<file path="config.mk">
export PLATFORM = sky130hd
export DESIGN_NAME = lsu_ctrl
export DESIGN_NICKNAME = d
export VERILOG_FILES = /design/src/rtl/lsu_pkg.sv /design/src/rtl/lsu_align.sv /design/src/rtl/lsu_ctrl.sv
export SDC_FILE = /design/constraint.sdc
export NUM_CORES = 1
export LEC_CHECK = 0
export CAP_MARGIN = 20
export CORE_MARGIN = 5
export CORE_UTILIZATION = 35
export CTS_CLUSTER_SIZE = 24
export DETAILED_ROUTE_END_ITERATION = 8
export HOLD_SLACK_MARGIN = 0.05
export SLEW_MARGIN = 10
export SYNTH_ARGS = -nofsm -noshare
export SYNTH_HDL_FRONTEND = slang
export SYNTH_SLANG_ARGS = --single-unit
export TNS_END_PERCENT = 20
</file>
<file path="constraint.sdc">
create_clock -name clk -period 7.8 [get_ports clk]
set_input_delay 1.17 -clock clk [delete_from_list [all_inputs] [get_ports clk]]
set_output_delay 1.17 -clock clk [all_outputs]
set_load 0.05 [all_outputs]
</file>
<file path="src/rtl/lsu_pkg.sv">
// Shared definitions for the load/store unit: access-size encodings, FSM states
// and the small decode helpers used by both the controller and the aligner.
package lsu_pkg;

    localparam logic [1:0] SZ_BYTE    = 2'b00;
    localparam logic [1:0] SZ_HALF    = 2'b01;
    localparam logic [1:0] SZ_WORD    = 2'b10;
    localparam logic [1:0] SZ_ILLEGAL = 2'b11;

    typedef enum logic [1:0] {
        IDLE  = 2'b00,
        READ  = 2'b01,
        WRITE = 2'b10,
        RESP  = 2'b11
    } lsu_state_e;

    // True when the access cannot be performed at this byte offset (or size is illegal).
    function automatic logic misaligned(input logic [1:0] size, input logic [1:0] addr_lo);
        logic bad;
        case (size)
            SZ_BYTE: bad = 1'b0;
            SZ_HALF: bad = addr_lo[0];
            SZ_WORD: bad = (addr_lo != 2'b00);
            default: bad = 1'b1;
        endcase
        return bad;
    endfunction

    // Byte-lane enables of a store within the addressed word.
    function automatic logic [3:0] lane_mask(input logic [1:0] size, input logic [1:0] addr_lo);
        logic [3:0] mask;
        case (size)
            SZ_BYTE: mask = 4'b0001 << addr_lo;
            SZ_HALF: mask = addr_lo[1] ? 4'b1100 : 4'b0011;
            SZ_WORD: mask = 4'b1111;
            default: mask = 4'b0000;
        endcase
        return mask;
    endfunction

endpackage

</file>
<file path="src/rtl/lsu_align.sv">
// Combinational data path of the LSU: picks and extends the load lane out of a
// memory word, and merges right-aligned store data into an old word.
module lsu_align
    import lsu_pkg::*;
(
    input  logic [1:0]  size_i,
    input  logic [1:0]  addr_lo_i,
    input  logic        unsigned_i,
    input  logic [31:0] rdata_i,
    input  logic [31:0] old_word_i,
    input  logic [31:0] wdata_i,
    output logic [31:0] load_data_o,
    output logic [31:0] merged_word_o
);

    logic [7:0]  rd_lane [4];
    logic [7:0]  lane_byte;
    logic [15:0] lane_half;
    logic        sign_bit;
    logic [3:0]  store_mask;
    logic [31:0] store_repl;

    genvar gi;
    generate
        for (gi = 0; gi < 4; gi++) begin : g_rd_lane
            assign rd_lane[gi] = rdata_i[8*gi +: 8];
        end
    endgenerate

    always_comb begin
        lane_byte   = rd_lane[addr_lo_i];
        lane_half   = addr_lo_i[1] ? rdata_i[31:16] : rdata_i[15:0];
        sign_bit    = 1'b0;
        load_data_o = rdata_i;
        case (size_i)
            SZ_BYTE: begin
                sign_bit    = ~unsigned_i & lane_byte[7];
                load_data_o = {{24{sign_bit}}, lane_byte};
            end
            SZ_HALF: begin
                sign_bit    = ~unsigned_i & lane_half[15];
                load_data_o = {{16{sign_bit}}, lane_half};
            end
            default: load_data_o = rdata_i;
        endcase
    end

    // Replicate the store data across the word so every enabled lane sees its bytes.
    always_comb begin
        store_mask = lane_mask(size_i, addr_lo_i);
        case (size_i)
            SZ_BYTE: store_repl = {4{wdata_i[7:0]}};
            SZ_HALF: store_repl = {2{wdata_i[15:0]}};
            default: store_repl = wdata_i;
        endcase
    end

    generate
        for (gi = 0; gi < 4; gi++) begin : g_merge
            assign merged_word_o[8*gi +: 8] = store_mask[gi] ? store_repl[8*gi +: 8]
                                                              : old_word_i[8*gi +: 8];
        end
    endgenerate

endmodule

</file>
<file path="src/rtl/lsu_ctrl.sv">
// Load/store unit controller: accepts one request at a time, performs the word
// access (read-modify-write for sub-word stores) and returns a one-cycle response.
module lsu_ctrl
    import lsu_pkg::*;
#(
    parameter int ADDR_W = 8
) (
    input  logic        clk,
    input  logic        rst_n,
    input  logic        req_valid,
    output logic        req_ready,
    input  logic        req_we,
    input  logic [1:0]  req_size,
    input  logic        req_unsigned,
    input  logic [31:0] req_addr,
    input  logic [31:0] req_wdata,
    output logic        resp_valid,
    output logic [31:0] resp_rdata,
    output logic        resp_err,
    output logic        mem_we,
    output logic [31:0] mem_addr,
    output logic [31:0] mem_wdata,
    input  logic [31:0] mem_rdata
);

    lsu_state_e  state_q, state_d;
    logic        we_q, we_d;
    logic [1:0]  size_q, size_d;
    logic        uns_q, uns_d;
    logic [31:0] addr_q, addr_d;
    logic [31:0] wdata_q, wdata_d;
    logic        err_q, err_d;
    logic [31:0] data_q, data_d;

    logic        idle_ready;
    logic        range_err;
    logic        req_err;
    logic [31:0] load_data;
    logic [31:0] merged_word;
    logic [31:0] word_addr;

    // rst_n is active-high despite its name; ready is masked while it is asserted.
    assign req_ready = idle_ready & ~rst_n;
    assign range_err = ((req_addr >> ADDR_W) != 32'd0);
    assign req_err   = range_err | misaligned(req_size, req_addr[1:0]);
    assign word_addr = {addr_q[31:2], 2'b00};

    lsu_align u_align (
        .size_i        (size_q),
        .addr_lo_i     (addr_q[1:0]),
        .unsigned_i    (uns_q),
        .rdata_i       (mem_rdata),
        .old_word_i    (data_q),
        .wdata_i       (wdata_q),
        .load_data_o   (load_data),
        .merged_word_o (merged_word)
    );

    always_ff @(posedge clk or posedge rst_n) begin
        if (rst_n) begin
            state_q <= IDLE;
            we_q    <= 1'b0;
            size_q  <= 2'b00;
            uns_q   <= 1'b0;
            addr_q  <= 32'd0;
            wdata_q <= 32'd0;
            err_q   <= 1'b0;
            data_q  <= 32'd0;
        end else begin
            state_q <= state_d;
            we_q    <= we_d;
            size_q  <= size_d;
            uns_q   <= uns_d;
            addr_q  <= addr_d;
            wdata_q <= wdata_d;
            err_q   <= err_d;
            data_q  <= data_d;
        end
    end

    always_comb begin
        state_d    = state_q;
        we_d       = we_q;
        size_d     = size_q;
        uns_d      = uns_q;
        addr_d     = addr_q;
        wdata_d    = wdata_q;
        err_d      = err_q;
        data_d     = data_q;
        idle_ready = 1'b0;
        resp_valid = 1'b0;
        resp_err   = 1'b0;
        resp_rdata = 32'd0;
        mem_we     = 1'b0;
        mem_addr   = 32'd0;
        mem_wdata  = 32'd0;

        case (state_q)
            IDLE: begin
                idle_ready = 1'b1;
                if (req_valid) begin
                    we_d    = req_we;
                    size_d  = req_size;
                    uns_d   = req_unsigned;
                    addr_d  = req_addr;
                    wdata_d = req_wdata;
                    err_d   = req_err;
                    data_d  = 32'd0;
                    if (req_err) begin
                        state_d = RESP;
                    end else if (req_we && (req_size == SZ_WORD)) begin
                        state_d = WRITE;
                    end else begin
                        state_d = READ;
                    end
                end
            end
            READ: begin
                mem_addr = word_addr;
                // Stores keep the raw old word for merging; loads keep the extended lane.
                data_d   = we_q ? mem_rdata : load_data;
                state_d  = we_q ? WRITE : RESP;
            end
            WRITE: begin
                mem_we    = 1'b1;
                mem_addr  = word_addr;
                mem_wdata = merged_word;
                state_d   = RESP;
            end
            RESP: begin
                resp_valid = 1'b1;
                resp_err   = err_q;
                resp_rdata = (we_q || err_q) ? 32'd0 : data_q;
                state_d    = IDLE;
            end
            default: state_d = IDLE;
        endcase
    end

endmodule
</file>
# Yosys cells after proc, flatten, opt, wreduce, memory -nomap -nowiden
# Cells that the tools add are included.
dict set report op_classes {
  n_eq_ne 8
  n_lt_le_gt_ge 1
  muxes 29
  shift 1
  reduce_logical 11
  bitwise 7
}
# cell n
set op_table {}
lappend op_table {{$mux 32} 6}
lappend op_table {{$pmux 32 s2} 3}
lappend op_table {{$mux 8} 6}
lappend op_table {{$reduce_bool 32->1} 1}
lappend op_table {{$bmux 8 s2} 1}
lappend op_table {{$mux 16} 1}
lappend op_table {{$pmux 4 s3} 1}
lappend op_table {{$eq 2x2->1 const B} 4}
lappend op_table {{$pmux 2 s4} 1}
lappend op_table {{$eq 2x1->1 const B} 3}
lappend op_table {{$logic_not 2->1} 3}
lappend op_table {{$mux 2} 3}
lappend op_table {{$mux 1} 5}
lappend op_table {{$mux 4} 1}
lappend op_table {{$reduce_and 2->1} 2}
lappend op_table {{$reduce_bool 2->1} 2}
lappend op_table {{$shl 1x2->4 const A} 1}
lappend op_table {{$and 1x1->1} 3}
lappend op_table {{$ge 3x3->1 const B} 1}
lappend op_table {{$not 2->3} 1}
lappend op_table {{$pmux 1 s3} 1}
lappend op_table {{$ne 2x2->1 const B} 1}
lappend op_table {{$not 1->1} 2}
lappend op_table {{$reduce_or 2->1} 1}
lappend op_table {{other kinds (3)} 3}
dict set report totals {
  word_cells 65
  reg_bits 103
  input_bits 103
}

# Logic depth before layout (Yosys ltp)
# Gate-level depths: netlist of the first run.
dict set report logic_depth {
  ltp_word 8
  ltp_mapped 7
  ltp_nobuf 6
}

# Hierarchy
# From an unflattened synthesis of the first run, not the netlist that was laid out.
dict set report hier_totals {
  cells_unflattened 623
  area_unflattened_um2 6341.1
}
# mod n_inst area_per_inst_um2 cells_per_inst
set modules_own_cells {}
lappend modules_own_cells {lsu_ctrl 1 4913.5 428}
lappend modules_own_cells {lsu_align 1 1427.6 195}

# Least setup slack after synthesis of the first run
# No wires, ideal clock.
dict set report synth_timing {
  kind {register to output}
  startpoint {register state_q[0]}
  endpoint {output mem_wdata[2]}
  required_time_ns 6.630
  arrival_ns 2.444
  slack_ns 4.186
  path_buffers 1
  path_stages_with_launch 5
  cell_sequence {dfrtp_1 inv_1 ha_1 clkbuf_1 a21boi_0}
}
dict set report synth_via {
  elab_chain_cells 2
}
# element line_no
set synth_rtl {}
lappend synth_rtl {{start: declaration} lsu_ctrl.sv:26} ;# lsu_state_e state_q, state_d;
lappend synth_rtl {{start signal: assignment} lsu_ctrl.sv:70} ;# state_q <= state_d;
lappend synth_rtl {{$eq 2x2->1} lsu_ctrl.sv:98} ;# case (state_q)
lappend synth_rtl {{$mux 32} lsu_ctrl.sv:98}
lappend synth_rtl {{end: declaration} lsu_ctrl.sv:22} ;# output logic [31:0] mem_wdata,
# Every way passes these cells.

# Worst setup path in the final report of the first run
dict set report layout_timing {
  startpoint {register size_q[0]}
  endpoint {output mem_wdata[2]}
}
dict set report layout_via {
  elab_chain_cells 4
  word_cells_on_any_way 6
  cone_classes {2 x eq/ne; 3 x mux; 1 x reduce/logical}
}
# element line_no
set layout_rtl {}
lappend layout_rtl {{start: declaration} lsu_ctrl.sv:28} ;# logic [1:0] size_q, size_d;
lappend layout_rtl {{start signal: assignment} lsu_ctrl.sv:72} ;# size_q <= size_d;
lappend layout_rtl {{$eq 2x2->1, or another cell as far along} lsu_pkg.sv:32} ;# case (size)
lappend layout_rtl {{$pmux 4 s3 (*)} lsu_pkg.sv:32}
lappend layout_rtl {{$mux 8 (*)} lsu_align.sv:60} ;# assign merged_word_o[8*gi +: 8] = store_mask[gi] ? store_repl[8*gi +: 8]
lappend layout_rtl {{$mux 32 (*)} lsu_ctrl.sv:98}
# Every way passes the cells marked *; elsewhere a longest branch is shown, timed or not.

==> out/metrics.cfg, run 1 <==
[timing]
post-route-period-util=0.5640
hold_violations=0
max_freq_mhz=227.3
finalMaxSlewViolations=0
tightest_slew_ns=0.9453
period_needed_ns=4.399
rsz0062_at_grt=false
setup_viol=0
relSlewSlack=0.3650
tns_ns=0
fin_skew_ns=0.004361

[place]
routabilityCongestion=0.8836
hpwl_um=15240
io_buffers=200
dpl-instance-area_mm2=0.008001

[worst_hold_path]
hp-class=flop to flop

[cts]
clkTransAtPathRegs_ns=0.07
cts_tree=done
cts.sinks=103
holdBufCountCts=0
clk_path_buf_depth=2
root_buffer=clkbuf_16
cts_buffers=9
cts-htree-levels=3
cts_resized=0
cts_setup_buffers=0
clkLatencyLatePin_ns=0.35

[synth]
seq_area_frac_synth=0.4394
synth_area_leader_cell=dfrtp_1
synth_cells=546
synthArstFlopShare=1.000
yosysTopAreaCellShare=0.4394
synth_edf_count=0
synth_cell_type_count=52
synth_seq_cells=103
synth.area.top_cells=dfrtp_1, mux2_2, and2_1, mux2i_1, a221o_1
synth.avg_cell_area_um2=10.74
syn_area_mm2=0.005866
synth-warning-count=0
synth-main-ff-cell=dfrtp_1

[pwr]
p_sw_frac=0.4975
p_switching_uw=2011
p_comb_frac=0.632
leakagePower_uw=0.003508
power.density_mw_per_mm2=485.4
peakVddDrop_mv=0.4682
power_frac_seq=0.259
clkPwrFrac=0.109
internal_power_uw=2031

[critical_path]
required_ns=6.63
cp_max_fo=25
endpoint_kind=output pin
cp_top_family=buffers and inverters
critical_path_class=flop to output pin
worstPathArrival_ns=3.23
cp_cell_sequence=buf_16 > nor2b_1 > o21ai_1 > nand3_1 > a21boi_0 > clkdlybuf4s50_1
start_kind=flop
path_buf_inv=2
cp_slowest_stage_delay_ns=0.86
worst_path_max_delay_cell=clkdlybuf4s50_1

[floorplanning]
initial_core_util=0.3550
rows=47
core_mm2=0.01652
io_pins=203
die_y_um=139.5
dieArea_mm2=0.01945
die_w_um=139.5

[flow_run]
cap_viol_max_count=0

[routing]
ant_nets=0
firstDrtPassIters=7
wl_per_cell_um=21.33
viasPerCell=5.302
vias=5037
drt-initial-drc-count=324
drc=0
wirelength_um=20260

[status]
status=finished clean

[cells_and_area]
nNetsFinal=833
layout_commonest_cell=clkdlybuf4s50_1
n_antenna_cell=0
drive_gt1_frac=0.1507
area_delta_synth_final_pct=41.94
most-common-layout-cells=clkdlybuf4s50_1, dfrtp_1, mux2_2, and2_1, o21ai_0
stdcell_area_mm2=0.008325

[grt]
grt_overflow_total=0
grt_antenna_before_repair=0
gr-usage-all-layers=0.2055
grt_first_pass_wirelength_um=31540
grt_max_degree=72
grt_pass1_vias=5428

-- worst paths after layout --
kind	start	endpoint	slack (ns)	cells after the start
worst max-delay path	size_q[0]	mem_wdata[2]	3.40	6
worst min-delay path	addr_q[22]	addr_q[22]	0.50	1
min in group asynchronous	rst_n	addr_q[4]	1.20	2
worst min register to register	addr_q[22]	addr_q[22]	0.50	1
worst max register to register	addr_q[1]	data_q[29]	5.22	4
max in group asynchronous	rst_n	wdata_q[2]	5.30	3
-- power by group through the flow --
stage / logic [µW] / clock network [µW] / registers (µW)
after floorplan: 1850 / 0 / 919
after global placement: 2490 / 0 / 1060
after detailed placement: 2500 / 0 / 1070
after CTS: 2520 / 454 / 1060
after global routing: 2710 / 474 / 1080
final: 2550 / 440 / 1050
-- stage by stage --
step | util | setup WS [ns] | total power [µW] | instances | hold slack [ns]
6_report | 0.5038 | 3.401 | 4042 | 950 | 0.5004
5_1_grt | 0.5038 | 3.249 | 4266 | 950 | 0.5217
4_1_cts | 0.5008 | 3.026 | 4039 | 947 | 0.5011
3_5_place_dp | 0.4842 | 3.435 | 3578 | 932 | 0.4862
3_3_place_gp | 0.4842 | 3.582 | 3557 | 932 | 0.4812
2_1_floorplan | - | 3.926 | 2768 | 547 | 0.4572
-- sequential cells by signal, summed over array words and instances (netlist names) --
name and cells:
state_q 2, err_q 1, uns_q 1, data_q 32, wdata_q 32, size_q 2
addr_q 32, we_q 1
-- cell type report --
| cell class | count | area (µm²) |
|---|---|---|
| Tap cell | 220 | 275.3 |
| Clock inverter | 1 | 30.03 |
| Multi-Input combinational cell | 398 | 3084 |
| Clock buffer | 14 | 244.0 |
| Inverter | 6 | 25.02 |
| Fill cell | 1487 | 8199 |
| Sequential cell | 103 | 2577 |
| Timing Repair Buffer | 208 | 2090 |
-- layer usage --
layer	GRT usage	wire length, µm	part of all wire
met5	0	0	0
met1	0.2689	8898	0.44
met2	0.3351	9483	0.47
met4	0.04943	386	0.019
met3	0.06244	1493	0.074
-- cells in the mapped netlist (2+ instances only) --
| cell | number |
|---|---|
| a221o_1 | 23 |
| nand2_1 | 36 |
| mux2i_1 | 26 |
| a21oi_1 | 3 |
| buf_4 | 4 |
| nor2b_1 | 11 |
| o21bai_1 | 2 |
| o21ai_1 | 3 |
| nor2_1 | 12 |
| and2_1 | 64 |
| nor3_1 | 3 |
| ha_1 | 4 |
| nor2_4 | 2 |
| a21boi_0 | 8 |
| o211a_1 | 16 |
| buf_2 | 13 |
| clkbuf_1 | 14 |
| buf_1 | 7 |
| mux2_2 | 75 |
| buf_6 | 2 |
| dfrtp_1 | 103 |
| a21o_1 | 9 |
| nor4_1 | 5 |
| o21ai_0 | 43 |
| a32oi_1 | 7 |
| nand3_1 | 18 |
| o21a_1 | 2 |
| nand2b_1 | 3 |
| inv_1 | 4 |
| inv_2 | 2 |
-- worst register-to-register path, delay by kind of cell (launching register included) --
| kind | cells | cell delay (ns) |
|---|---|---|
| AND/OR/NAND/NOR | 2 | 1.25 |
| flip-flops | 1 | 0.84 |
| AO/OA/AOI/OAI | 2 | 0.42 |
-- kinds of logic (layout without fill, tap and decap cells) --
kind of cell,after synthesis,in the layout,share of synthesized area
buf+inv,46,229,0.03733
other cells,1,2,0.0006393
simple gates,163,163,0.1566
compound gates,127,127,0.1653
fa+ha+maj,4,4,0.008533
mux,102,102,0.1922
flops,103,103,0.4394
Note: power is estimated with default switching activity, not from simulation.
==> inputs of run 2 (changes only) <==
==> constraint.sdc (replaced) <==
create_clock -name clk -period 4.1 [get_ports clk]
set_input_delay 0.615 -clock clk [delete_from_list [all_inputs] [get_ports clk]]
set_output_delay 0.615 -clock clk [all_outputs]
set_load 0.05 [all_outputs]
==> out/metrics.cfg, run 2 (synthesized netlist as in run 1, its figures left out) <==
[cts]
cts_tree=done
cts_setup_buffers=0  ; unchanged
clkTransAtPathRegs_ns=0.07  ; about the same
cts_resized=0  ; unchanged
cts_buffers=9  ; unchanged
cts-htree-levels=3  ; unchanged
holdBufCountCts=0  ; unchanged
root_buffer=clkbuf_16
clk_path_buf_depth=2  ; unchanged
cts.sinks=103  ; unchanged
clkLatencyLatePin_ns=0.35  ; about the same

[floorplanning]
io_pins=203  ; unchanged
core_mm2=0.01652  ; unchanged
die_y_um=139.5  ; unchanged
die_w_um=139.5  ; unchanged
initial_core_util=0.3550  ; unchanged
dieArea_mm2=0.01945  ; unchanged
rows=47  ; unchanged

[routing]
firstDrtPassIters=5  ; -2
viasPerCell=5.345  ; +0.81%
drt-initial-drc-count=345  ; +6.5%
ant_nets=0  ; unchanged
wl_per_cell_um=21.03  ; -1.4%
wirelength_um=20060  ; -1.0%
drc=0  ; unchanged
vias=5099  ; +1.2%

[critical_path]
required_ns=3.48  ; -3.15 ns
endpoint_kind=output pin
regToRegSetupSlack_ns=1.47  ; -3.75 ns
start_kind=flop
critical_path_class=flop to output pin
r2r_end=data_q[27]
cp_max_fo=15  ; -40%
reg2reg_from=addr_q[1]
worstRegToRegCells=5  ; +1
worstPathArrival_ns=3.08  ; -0.15 ns

[timing]
tightest_slew_ns=0.9891  ; +0.04374 ns
setup_viol=0  ; unchanged
max_freq_mhz=270.4
tns_ns=0  ; unchanged
relSlewSlack=0.3357  ; -0.02938
finalMaxSlewViolations=0  ; unchanged
rsz0062_at_grt=false
hold_violations=0  ; unchanged
fin_skew_ns=0.008229  ; +0.003868 ns
period_needed_ns=3.698
post-route-period-util=0.9020

[worst_hold_path]
hp-class=flop to flop
holdPathEnd=addr_q[22]
holdCritStartpoint=addr_q[22]
worstHoldPathCells=1  ; unchanged

[grt]
grt_max_degree=54  ; -25%
gr-usage-all-layers=0.2050  ; -0.0004496
grt_first_pass_wirelength_um=31480  ; -0.20%
grt_antenna_before_repair=1  ; +1
grt_pass1_vias=5420  ; -0.15%
grt_overflow_total=0  ; unchanged

[pwr]
p_sw_frac=0.5028  ; +0.005307
power_frac_seq=0.265  ; +0.006
power.density_mw_per_mm2=916.7  ; +89%
leakagePower_uw=0.003528  ; +0.55%
clkPwrFrac=0.107  ; -0.002
p_switching_uw=3833  ; +91%
p_comb_frac=0.629  ; -0.003
internal_power_uw=3790  ; +87%
peakVddDrop_mv=0.7493  ; +60%

[status]
status=finished clean

[cells_and_area]
reg.largest.list=addr_q: 32 flops, data_q: 32 flops, wdata_q: 32 flops
final-instance-count-excl-fill=954  ; +0.42%
area_delta_synth_final_pct=41.77
drive_gt1_frac=0.1676  ; +0.01689
fin_util=0.5032  ; -0.0006060
n_fill_cell=1490  ; +0.20%
most-common-layout-cells=clkdlybuf4s50_1, dfrtp_1, mux2_2, and2_1, o21ai_0
nNetsFinal=836  ; +0.36%
n_antenna_cell=0  ; unchanged
layout_commonest_cell=clkdlybuf4s50_1

[place]
hpwl_um=15220  ; -0.12%
routabilityCongestion=0.9291  ; +5.1%
io_buffers=200  ; unchanged
place_inst=937  ; +0.54%

[flow_run]
cap_viol_max_count=0  ; unchanged

-- run 2: cell count changes in the layout (fill, tap and decap cells not counted), moves of 4 or more --
cell             change
buf_4                +8
clkbuf_1             -5
clkdlybuf4s50_1      -4
clkinv_2             +4
-- run 2: worst max-delay path, cell delays in order, from the launching register on --
cell	delay (ns)
dfrtp_1	0.68
nor2b_1	0.16
o21ai_1	0.45
nand3_1	0.12
a21boi_0	0.42
clkdlybuf4s50_1	0.90
-- run 2: per-stage QoR --
stage | setup slack, ns | power, µW | hold slack [ns] | area [µm²]
finish | 0.4019 | 7622 | 0.5047 | 8315
floorplan | 0.7812 | 5265 | 0.4572 | 5869
CTS | 0.4491 | 7663 | 0.5093 | 8304
detailed placement | 0.8510 | 6801 | 0.4884 | 8029
global route | 0.2281 | 8079 | 0.5156 | 8315
global placement | 0.8455 | 6755 | 0.4823 | 8029
-- run 2: power by group through the flow --
stage / combinational, µW / clock [µW] / sequential (µW)
after floorplan: 3520 / 0 / 1750
after global placement: 4740 / 0 / 2010
after detailed placement: 4770 / 0 / 2030
after CTS: 4810 / 839 / 2020
after global routing: 5120 / 884 / 2070
final: 4790 / 815 / 2020
-- run 2: how the worst max path moves through the flow --
stage | start | endpoint | slack [ns] | depth (start not counted)
after floorplan | rst_n | addr_q[0] | 0.78 | 1
after global placement | addr_q[1] | mem_wdata[23] | 0.85 | 4
after detailed placement | addr_q[1] | mem_wdata[23] | 0.85 | 4
after CTS | addr_q[1] | mem_wdata[23] | 0.45 | 4
after global routing | size_q[0] | mem_wdata[3] | 0.23 | 5
final | size_q[0] | mem_wdata[4] | 0.40 | 5
-- run 2: final cells by class --
cell class              instances  area [µm²]  area share
multi-input cells             398        3084      0.3709
repair buffers                211        2078      0.2499
inverters                       6       25.02    0.003009
well taps                     220       275.3     0.03310
flip-flops and latches        103        2577      0.3100
clock inverters                 6       36.28    0.004364
clock buffers                  10       239.0     0.02874
-- run 2: per-layer routing --
layer,wire length [µm],global-route usage,part of all wire,up-vias
li1,-,-,-,2352
met3,2019,0.07136,0.10,27
met4,395,0.06076,0.020,2
met1,8203,0.2628,0.41,2471
met5,11,0,0.00055,-
met2,9431,0.3285,0.47,247
==> inputs of run 3 (changes only) <==
--- a/config.mk
+++ b/config.mk
@@ -6,7 +6,6 @@
 export NUM_CORES = 1
 export LEC_CHECK = 0
 export CAP_MARGIN = 20
-export CORE_MARGIN = 5
 export CORE_UTILIZATION = 35
 export CTS_CLUSTER_SIZE = 24
 export DETAILED_ROUTE_END_ITERATION = 8
==> out/metrics.cfg, run 3 (synthesized netlist as in run 1, its figures left out) <==
[grt]
grt_pass1_vias=5342  ; -1.4%
grt_antenna_before_repair=0  ; -1
grt_overflow_total=0  ; unchanged
grt_use_met3=0.05594  ; -0.01541
busiest_layer=met2
gr-usage-all-layers=0.2302  ; +0.02517
grt_max_degree=62  ; +15%
grt_first_pass_wirelength_um=30720  ; -2.4%
grtUsageMet2=0.3842  ; +0.05569
use_met1=0.2917  ; +0.02891

[timing]
setup_viol=0  ; unchanged
tns_ns=0  ; unchanged
relSlewSlack=0.3527  ; +0.01708
tightest_slew_ns=0.9636  ; -0.02542 ns
max_freq_mhz=278.1  ; +2.8%
period_needed_ns=3.596  ; -0.1022 ns
post-route-period-util=0.8771  ; -0.02494
fin_skew_ns=0.005548  ; -0.002681 ns
finalMaxSlewViolations=0  ; unchanged
rsz0062_at_grt=false
hold_violations=0  ; unchanged

[place]
place_inst=934  ; -0.32%
hpwl_um=14960  ; -1.7%
io_buffers=200  ; unchanged
routabilityCongestion=0.9315  ; +0.26%

[cells_and_area]
fin_util=0.5171  ; +0.01386
n_fill_cell=1450  ; -2.7%
final-instance-count-excl-fill=950  ; -0.42%
reg.largest.list=addr_q: 32 flops, data_q: 32 flops, wdata_q: 32 flops
most-common-layout-cells=clkdlybuf4s50_1, dfrtp_1, mux2_2, and2_1, o21ai_0
area_delta_synth_final_pct=42.06
layout_commonest_cell=clkdlybuf4s50_1
drive_gt1_frac=0.1662  ; -0.001362
multi_input_area_mm2=0.003084  ; unchanged
nNetsFinal=836  ; unchanged
n_antenna_cell=0  ; unchanged
regArea_mm2=0.002577  ; unchanged

[critical_path]
critical_path_class=flop to output pin
start_kind=flop
required_ns=3.48  ; about the same
reg2reg_from=addr_q[1]
worstPathArrival_ns=2.98  ; -0.10 ns
worstRegToRegCells=5  ; unchanged
endpoint_kind=output pin
cp_max_fo=16  ; +1
regToRegSetupSlack_ns=1.63  ; +0.16 ns
r2r_end=data_q[25]

[cts]
clk_path_buf_depth=2  ; unchanged
cts.sinks=103  ; unchanged
cts-htree-levels=3  ; unchanged
cts_setup_buffers=0  ; unchanged
holdBufCountCts=0  ; unchanged
clkTransAtPathRegs_ns=0.07  ; about the same
cts_tree=done
clkLatencyLatePin_ns=0.35  ; about the same
cts_buffers=9  ; unchanged
root_buffer=clkbuf_16
cts_resized=0  ; unchanged

[floorplanning]
die_w_um=131.5  ; -5.7%
io_pins=203  ; unchanged
die_y_um=131.5  ; -5.7%
initial_core_util=0.3640  ; +0.009012
dieArea_mm2=0.01728  ; -11%
core_mm2=0.01612  ; -2.5%
rows=46  ; -2.1%

[worst_hold_path]
holdCritStartpoint=addr_q[28]
hp-class=flop to flop
holdPathEnd=addr_q[28]
worstHoldPathCells=1  ; unchanged

[routing]
drc=0  ; unchanged
wirelength_um=19650  ; -2.1%
firstDrtPassIters=6  ; +1
drt-initial-drc-count=285  ; -17%
viasPerCell=5.367  ; +0.42%
wl_per_cell_um=20.68  ; -1.6%
ant_nets=0  ; unchanged
vias=5099  ; unchanged

[pwr]
leakagePower_uw=0.003521  ; -0.20%
peakVddDrop_mv=0.6789  ; -9.4%
power.density_mw_per_mm2=921.3  ; +0.51%

[flow_run]
cap_viol_max_count=0  ; unchanged

[status]
status=finished clean

-- run 3: cell count changes in the layout (fill, tap and decap cells not counted), sizes merged --
cell / delta
clkinv: -3
clkinvlp: +3
buf: -1
bufinv: +1
clkbuf: -1
clkdlybuf4s50: +1
-- run 3: how the worst max path moves through the flow --
stage	from	to	depth (start not counted)
3_3_place_gp	size_q[0]	mem_wdata[10]	4
3_5_place_dp	size_q[0]	mem_wdata[10]	4
6_report	size_q[0]	mem_wdata[8]	5
4_1_cts	size_q[0]	mem_wdata[12]	5
2_1_floorplan	rst_n	addr_q[0]	1
5_1_grt	size_q[0]	mem_wdata[8]	5
-- run 3: worst max-delay path, stage by stage (launching register included) --
cell,delay (ns)
dfrtp_1,0.56
and2_1,0.36
a21oi_2,0.61
nand3_1,0.20
o211a_1,0.20
clkdlybuf4s50_1,0.69
-- run 3: per-layer routing --
layer	routed length (µm)	up-vias
li1	-	2351
met5	0	-
met2	9380	224
met4	383	0
met1	8234	2503
met3	1649	21
-- run 3: metrics by stage --
| stage | hold slack, ns | total power, µW | area [µm²] | worst slack [ns] |
|---|---|---|---|---|
| 4_1_cts | 0.5030 | 7720 | 8333 | 0.5275 |
| 6_report | 0.4996 | 7678 | 8333 | 0.5041 |
| 3_5_place_dp | 0.4871 | 6812 | 8034 | 0.9118 |
| 2_1_floorplan | 0.4572 | 5265 | 5869 | 0.7812 |
| 3_3_place_gp | 0.4796 | 6758 | 8034 | 0.9945 |
| 5_1_grt | 0.5153 | 8085 | 8333 | 0.3336 |
-- run 3: final cells by class --
cell class                      count  area share
Clock buffer                        9     0.02703
Clock inverter                      7    0.008859
Inverter                            6    0.003003
Multi-Input combinational cell    398      0.3701
Sequential cell                   103      0.3093
Tap cell                          216     0.03243
Timing Repair Buffer              211      0.2492
-- run 3: report_power, final --
group | switching, µW | internal, µW
clock network | 394 | 473
registers | 476 | 1510
logic | 2970 | 1860
